## src/rtl/mem_arbiter.sv

```systemverilog
// Two-port (CPU / debug) arbiter in front of a single-ported shared memory.
// Define ARB_ROUND_ROBIN_EN for round-robin with a MAX_BURST cap; otherwise fixed dbg priority.
module mem_arbiter #(
  parameter int unsigned MAX_BURST = 4
) (
  input  logic        clk,
  input  logic        rst,
  input  logic        cpu_req,
  input  logic        cpu_we,
  input  logic [31:0] cpu_adr,
  input  logic [31:0] cpu_wdata,
  output logic        cpu_gnt,
  output logic [31:0] cpu_rdata,
  output logic        cpu_rvalid,
  input  logic        dbg_req,
  input  logic        dbg_we,
  input  logic [31:0] dbg_adr,
  input  logic [31:0] dbg_wdata,
  output logic        dbg_gnt,
  output logic [31:0] dbg_rdata,
  output logic        dbg_rvalid,
  output logic [31:0] mem_adr,
  output logic [31:0] mem_write_data,
  output logic        mem_read,
  output logic        mem_write,
  input  logic [31:0] mem_read_data
);

  localparam int unsigned CntW = $clog2(MAX_BURST) + 1;
  localparam logic [CntW-1:0] MaxCnt = CntW'(MAX_BURST);

  typedef enum logic [1:0] {StIdle, StOwnCpu, StOwnDbg} state_e;

  state_e          state_q, state_d;
  logic [CntW-1:0] burst_q, burst_d, burst_inc;
  logic            last_dbg_q, last_dbg_d;
  logic            own_req, own_we;
  logic [31:0]     own_adr, own_wdata;
  logic            access, cap_hit, tie_to_cpu;
  logic            rd_cpu, rd_dbg;
  logic [31:0]     cpu_rdata_q, cpu_rdata_d, dbg_rdata_q, dbg_rdata_d;
  logic            cpu_rvalid_q, cpu_rvalid_d, dbg_rvalid_q, dbg_rvalid_d;

  always_comb begin
    own_req   = 1'b0;
    own_we    = 1'b0;
    own_adr   = '0;
    own_wdata = '0;
    unique case (state_q)
      StOwnCpu: begin
        own_req   = cpu_req;
        own_we    = cpu_we;
        own_adr   = cpu_adr;
        own_wdata = cpu_wdata;
      end
      StOwnDbg: begin
        own_req   = dbg_req;
        own_we    = dbg_we;
        own_adr   = dbg_adr;
        own_wdata = dbg_wdata;
      end
      default: ;
    endcase
  end

  assign access         = own_req;
  assign mem_adr        = access ? own_adr : '0;
  assign mem_write_data = access ? own_wdata : '0;
  // Strobes are gated by reset so an in-flight write never reaches the memory.
  assign mem_read       = access & ~own_we & ~rst;
  assign mem_write      = access & own_we & ~rst;

  assign rd_cpu = (state_q == StOwnCpu) && access && !own_we;
  assign rd_dbg = (state_q == StOwnDbg) && access && !own_we;

  always_comb begin
    burst_inc = burst_q;
    if (access && (burst_q != MaxCnt)) begin
      burst_inc = burst_q + CntW'(1);
    end
  end

`ifdef ARB_ROUND_ROBIN_EN
  assign tie_to_cpu = last_dbg_q;
  // Count including this cycle's access, so a block is exactly MAX_BURST accesses long.
  assign cap_hit    = (burst_inc == MaxCnt);
`else
  assign tie_to_cpu = 1'b0;
  assign cap_hit    = 1'b0;
`endif

  always_comb begin
    state_d = state_q;
    unique case (state_q)
      StIdle: begin
        if (cpu_req && dbg_req) begin
          state_d = tie_to_cpu ? StOwnCpu : StOwnDbg;
        end else if (cpu_req) begin
          state_d = StOwnCpu;
        end else if (dbg_req) begin
          state_d = StOwnDbg;
        end
      end
      StOwnCpu: begin
        if (cpu_req) begin
          if (cap_hit && dbg_req) state_d = StOwnDbg;
        end else begin
          state_d = dbg_req ? StOwnDbg : StIdle;
        end
      end
      StOwnDbg: begin
        if (dbg_req) begin
          if (cap_hit && cpu_req) state_d = StOwnCpu;
        end else begin
          state_d = cpu_req ? StOwnCpu : StIdle;
        end
      end
      default: state_d = StIdle;
    endcase
  end

  always_comb begin
    burst_d    = burst_inc;
    last_dbg_d = last_dbg_q;
    if ((state_d != state_q) && (state_d != StIdle)) begin
      burst_d    = '0;
      last_dbg_d = (state_d == StOwnDbg);
    end
  end

  always_comb begin
    cpu_rdata_d  = rd_cpu ? mem_read_data : cpu_rdata_q;
    dbg_rdata_d  = rd_dbg ? mem_read_data : dbg_rdata_q;
    cpu_rvalid_d = rd_cpu;
    dbg_rvalid_d = rd_dbg;
  end

  always_ff @(posedge clk) begin
    if (rst) begin
      state_q      <= StIdle;
      burst_q      <= '0;
      last_dbg_q   <= 1'b1;
      cpu_rdata_q  <= '0;
      dbg_rdata_q  <= '0;
      cpu_rvalid_q <= 1'b0;
      dbg_rvalid_q <= 1'b0;
    end else begin
      state_q      <= state_d;
      burst_q      <= burst_d;
      last_dbg_q   <= last_dbg_d;
      cpu_rdata_q  <= cpu_rdata_d;
      dbg_rdata_q  <= dbg_rdata_d;
      cpu_rvalid_q <= cpu_rvalid_d;
      dbg_rvalid_q <= dbg_rvalid_d;
    end
  end

  assign cpu_gnt    = (state_q == StOwnCpu);
  assign dbg_gnt    = (state_q == StOwnDbg);
  assign cpu_rdata  = cpu_rdata_q;
  assign dbg_rdata  = dbg_rdata_q;
  assign cpu_rvalid = cpu_rvalid_q;
  assign dbg_rvalid = dbg_rvalid_q;

endmodule

```

## config.mk

```make
export PLATFORM = sky130hd
export DESIGN_NAME = mem_arbiter
export DESIGN_NICKNAME = d
export VERILOG_FILES = /design/src/rtl/mem_arbiter.sv
export SDC_FILE = /design/constraint.sdc
export NUM_CORES = 1
export LEC_CHECK = 0
export ABC_AREA = 1
export CORE_AREA = 2 2 118 120
export DETAILED_ROUTE_END_ITERATION = 8
export DIE_AREA = 0 0 120 122
export MAX_ROUTING_LAYER = met4
export PLACE_DENSITY = 0.71
export RECOVER_POWER = 50
export SETUP_SLACK_MARGIN = 0.4
export SYNTH_ARGS = -nofsm -noshare
export SYNTH_HDL_FRONTEND = slang
export SYNTH_SLANG_ARGS = --single-unit
```

## constraint.sdc

```tcl
create_clock -name clk -period 3.1 [get_ports clk]
set_clock_uncertainty 0.15 [all_clocks]
set_input_delay 0.31 -clock clk [delete_from_list [all_inputs] [get_ports clk]]
set_output_delay 0.31 -clock clk [all_outputs]
set_load 0.05 [all_outputs]
```

==> impl_metrics.py <==
metrics = {
    "sta": {
        "slew_headroom": 0.509,
        "fin_crit_sh": 0.880,
        "setup_viol_count_final": 0,
        "finalHoldViolCount": 0,
        "finalMaxSlewViolations": 0,
        "rsz0062_at_grt": "true",
        "clock.fmax_mhz": 367,
        "tightest_slew_ns": 0.736,
        "fin_crit_ns": 2.73,
        "setup-tns-final_ns": 0,
    },
    "floorplanning": {
        "io_pins": 300,
        "start_util": 0.285,
        "core_area_mm2": 0.0135,
        "die_area_mm2": 0.0146,
        "dieWidth_um": 120,
        "die_h_um": 122,
        "rows": 43,
    },
    "placement": {
        "post-dp-hpwl_um": 11500,
        "place.gp.congestion": 0.817,
        "port_buffers": 299,
    },
    "grt": {
        "antenna_found_initial": 0,
        "grt_use_total": 0.210,
        "gr-total-overflow": 0,
        "grt_first_pass_wirelength_um": 23400,
        "grt_pass1_vias": 4536,
        "grt_max_degree": 101,
    },
    "route": {
        "viasPerCell": 4.50,
        "drc_errors": 0,
        "routedWlPerCell_um": 14.6,
        "drt_iter0_drc": 283,
        "totalWireLength_um": 16000,
        "antenna_left": 0,
        "vias": 4937,
        "drt_pass1_iterations": 4,
    },
    "clocking": {
        "cts_max_level": 3,
        "clock_latency_ns": 0.33,
        "numCtsBuffers": 9,
        "ctsLongestPathBuffers": 2,
        "clk_pin_slew_ns": 0.06,
        "cts_tree": "yes",
        "ctsHoldBuffers": 0,
        "clock-root-buffer": "clkbuf_16",
        "clkSinkCount": 68,
    },
    "min_path": {
        "min_path_type": "flop to flop",
        "holdPathEnd": "cpu_rdata[31]",
        "hp-start": "cpu_rdata[31]",
        "worstHoldPathCells": 2,
    },
    "setup_path": {
        "regToRegEndpoint": "dbg_rdata[21]",
        "critPathLaunchType": "flop",
        "rrSetupSlack_ns": 0.44,
        "end_kind": "output port",
        "required_ns": 2.64,
        "r2r_cells": 9,
        "critical_path_arrival_ns": 2.27,
        "r2r-start": "state_q[0]",
        "startpoint": "state_q[0]",
        "crit_type": "flop to output port",
        "worstPathMaxFanout": 18,
    },
    "synth": {
        "ys_warn_count": 0,
        "netlist.area_leader.share": 0.354,
        "syn_nets": 809,
        "yosysTopAreaCell": "dfxtp_1",
        "synth_area_leaders": "dfxtp_1, nand2_1, nor2_1",
        "syn_inst": 639,
        "synth_area_mm2": 0.00384,
        "synth.avg_cell_area_um2": 6.02,
        "synth_cell_types": 22,
        "synth-seq-cells": 68,
        "synth_seq_area_share": 0.354,
    },
    "job": {
        "maxCapViolCount": 0,
    },
    "cells_and_area": {
        "areaGrowthSynthToFinish_pct": 113,
        "nNetsFinal": 1082,
        "drive_above_1_share": 0.155,
        "n_antenna_cell": 0,
    },
    "power_and_ir_drop": {
        "ir_drop_mv": 0.301,
        "leakage_uw": 0.00330,
        "finalPower_uw": 3160,
        "p_per_area_mw_per_mm2": 385,
    },
    "outcome": {
        "status": "complete, no violations",
    },
}
## through the flow
step	util	cell area (um2)	hold WS, ns	worst slack (ns)	cells
2_1_floorplan	-	4010	0.327	0.155	639
3_3_place_gp	0.575	7760	0.311	0.580	1077
3_5_place_dp	0.575	7760	0.321	0.550	1077
4_1_cts	0.602	8140	0.333	0.408	1093
5_1_grt	0.607	8190	0.345	0.210	1097
6_report	0.607	8190	0.322	0.373	1097
## cell families (layout without fill, tap and decap cells)
| family | Yosys count | count (layout) | share of synthesized area |
|---|---|---|---|
| buffers and inverters | 89 | 366 | 0.108 |
| flip-flops | 68 | 68 | 0.354 |
| AO/OA/AOI/OAI | 66 | 66 | 0.0859 |
| AND/OR/NAND/NOR | 412 | 413 | 0.439 |
| adder cells (fa/ha/maj) | 4 | 4 | 0.0130 |
## Yosys cell counts, drive strengths merged
cell    number
a21oi       66
buf         32
clkbuf      16
dfxtp       68
ha           4
inv         41
nand2      205
nand3       67
nand4        1
nor2       132
nor3         3
nor3b        1
nor4         2
or2          1
## power breakdown
group          switching (uW)  internal, uW  total [uW]
registers                13.0           895         908
logic                     614           434        1050
clock network             372           828        1200
total                     999          2160        3160
## cell usage in the layout (no fill, tap or decap), types with 2 or more instances in the layout
master           netlist  routed
a21oi_1               66      25
a21oi_2                0      41
buf_12                 0      70
buf_16                 0       2
bufinv_16              0       3
clkbuf_16              0      11
clkbuf_8               0       2
clkdlybuf4s50_1        0     165
dfxtp_1               68      68
dlygate4sd2_1          0       2
dlygate4sd3_1          0      66
ha_1                   4       3
inv_1                 40      40
nand2_1              203     203
nand3_1               67      67
nor2_1               131     131
nor4_1                 2       2
## sequential cells by signal, indices dropped and copies added (netlist names)
name        cells
cpu_rvalid      1
dbg_rdata      32
state_q         2
cpu_rdata      32
dbg_rvalid      1
## what timing repair did
| item | 4_1_cts | 5_1_grt |
|---|---|---|
| setup endpoints to repair | 33 | 9 |
| endpoints found under the hold margin | 0 | 0 |
| gates resized for setup | 5 | 1 |
| buffers inserted | 0 | 1 |
| pin swaps | 0 | 1 |
| gates cloned | 0 | 3 |
## critical path, cell delays in order (launching register included)
cell	delay, ns
dfxtp_1	0.36
inv_1	0.11
ha_1	0.36
nand2_1	0.09
nand2_1	0.28
nand2_4	0.25
nor3b_2	0.31
buf_12	0.18
## metal layers
metal  global-route usage  vias up  part of all wire
met5                    -        -                 0
met4               0.0493        0             0.011
li1                     -     2540                 -
met3               0.0506       12             0.064
met1                0.245     2194              0.40
met2                0.364      191              0.52
## how the worst max path moves through the flow
stage	to	cells past startpoint
6_report	mem_write	7
3_5_place_dp	mem_adr[1]	7
3_3_place_gp	mem_adr[1]	7
4_1_cts	mem_write	7
5_1_grt	dbg_rdata[18]	9
2_1_floorplan	mem_write_data[11]	9
## cell type report
type                            instances  area [um2]
Inverter                               41         154
Multi-Input combinational cell        483        2250
Timing Repair Buffer                  309        3850
Sequential cell                        68        1360
Clock buffer                           12         256
Fill cell                            1247        5310
Clock inverter                          4        95.1
Tap cell                              180         225
(Power assumes the default switching activity.)
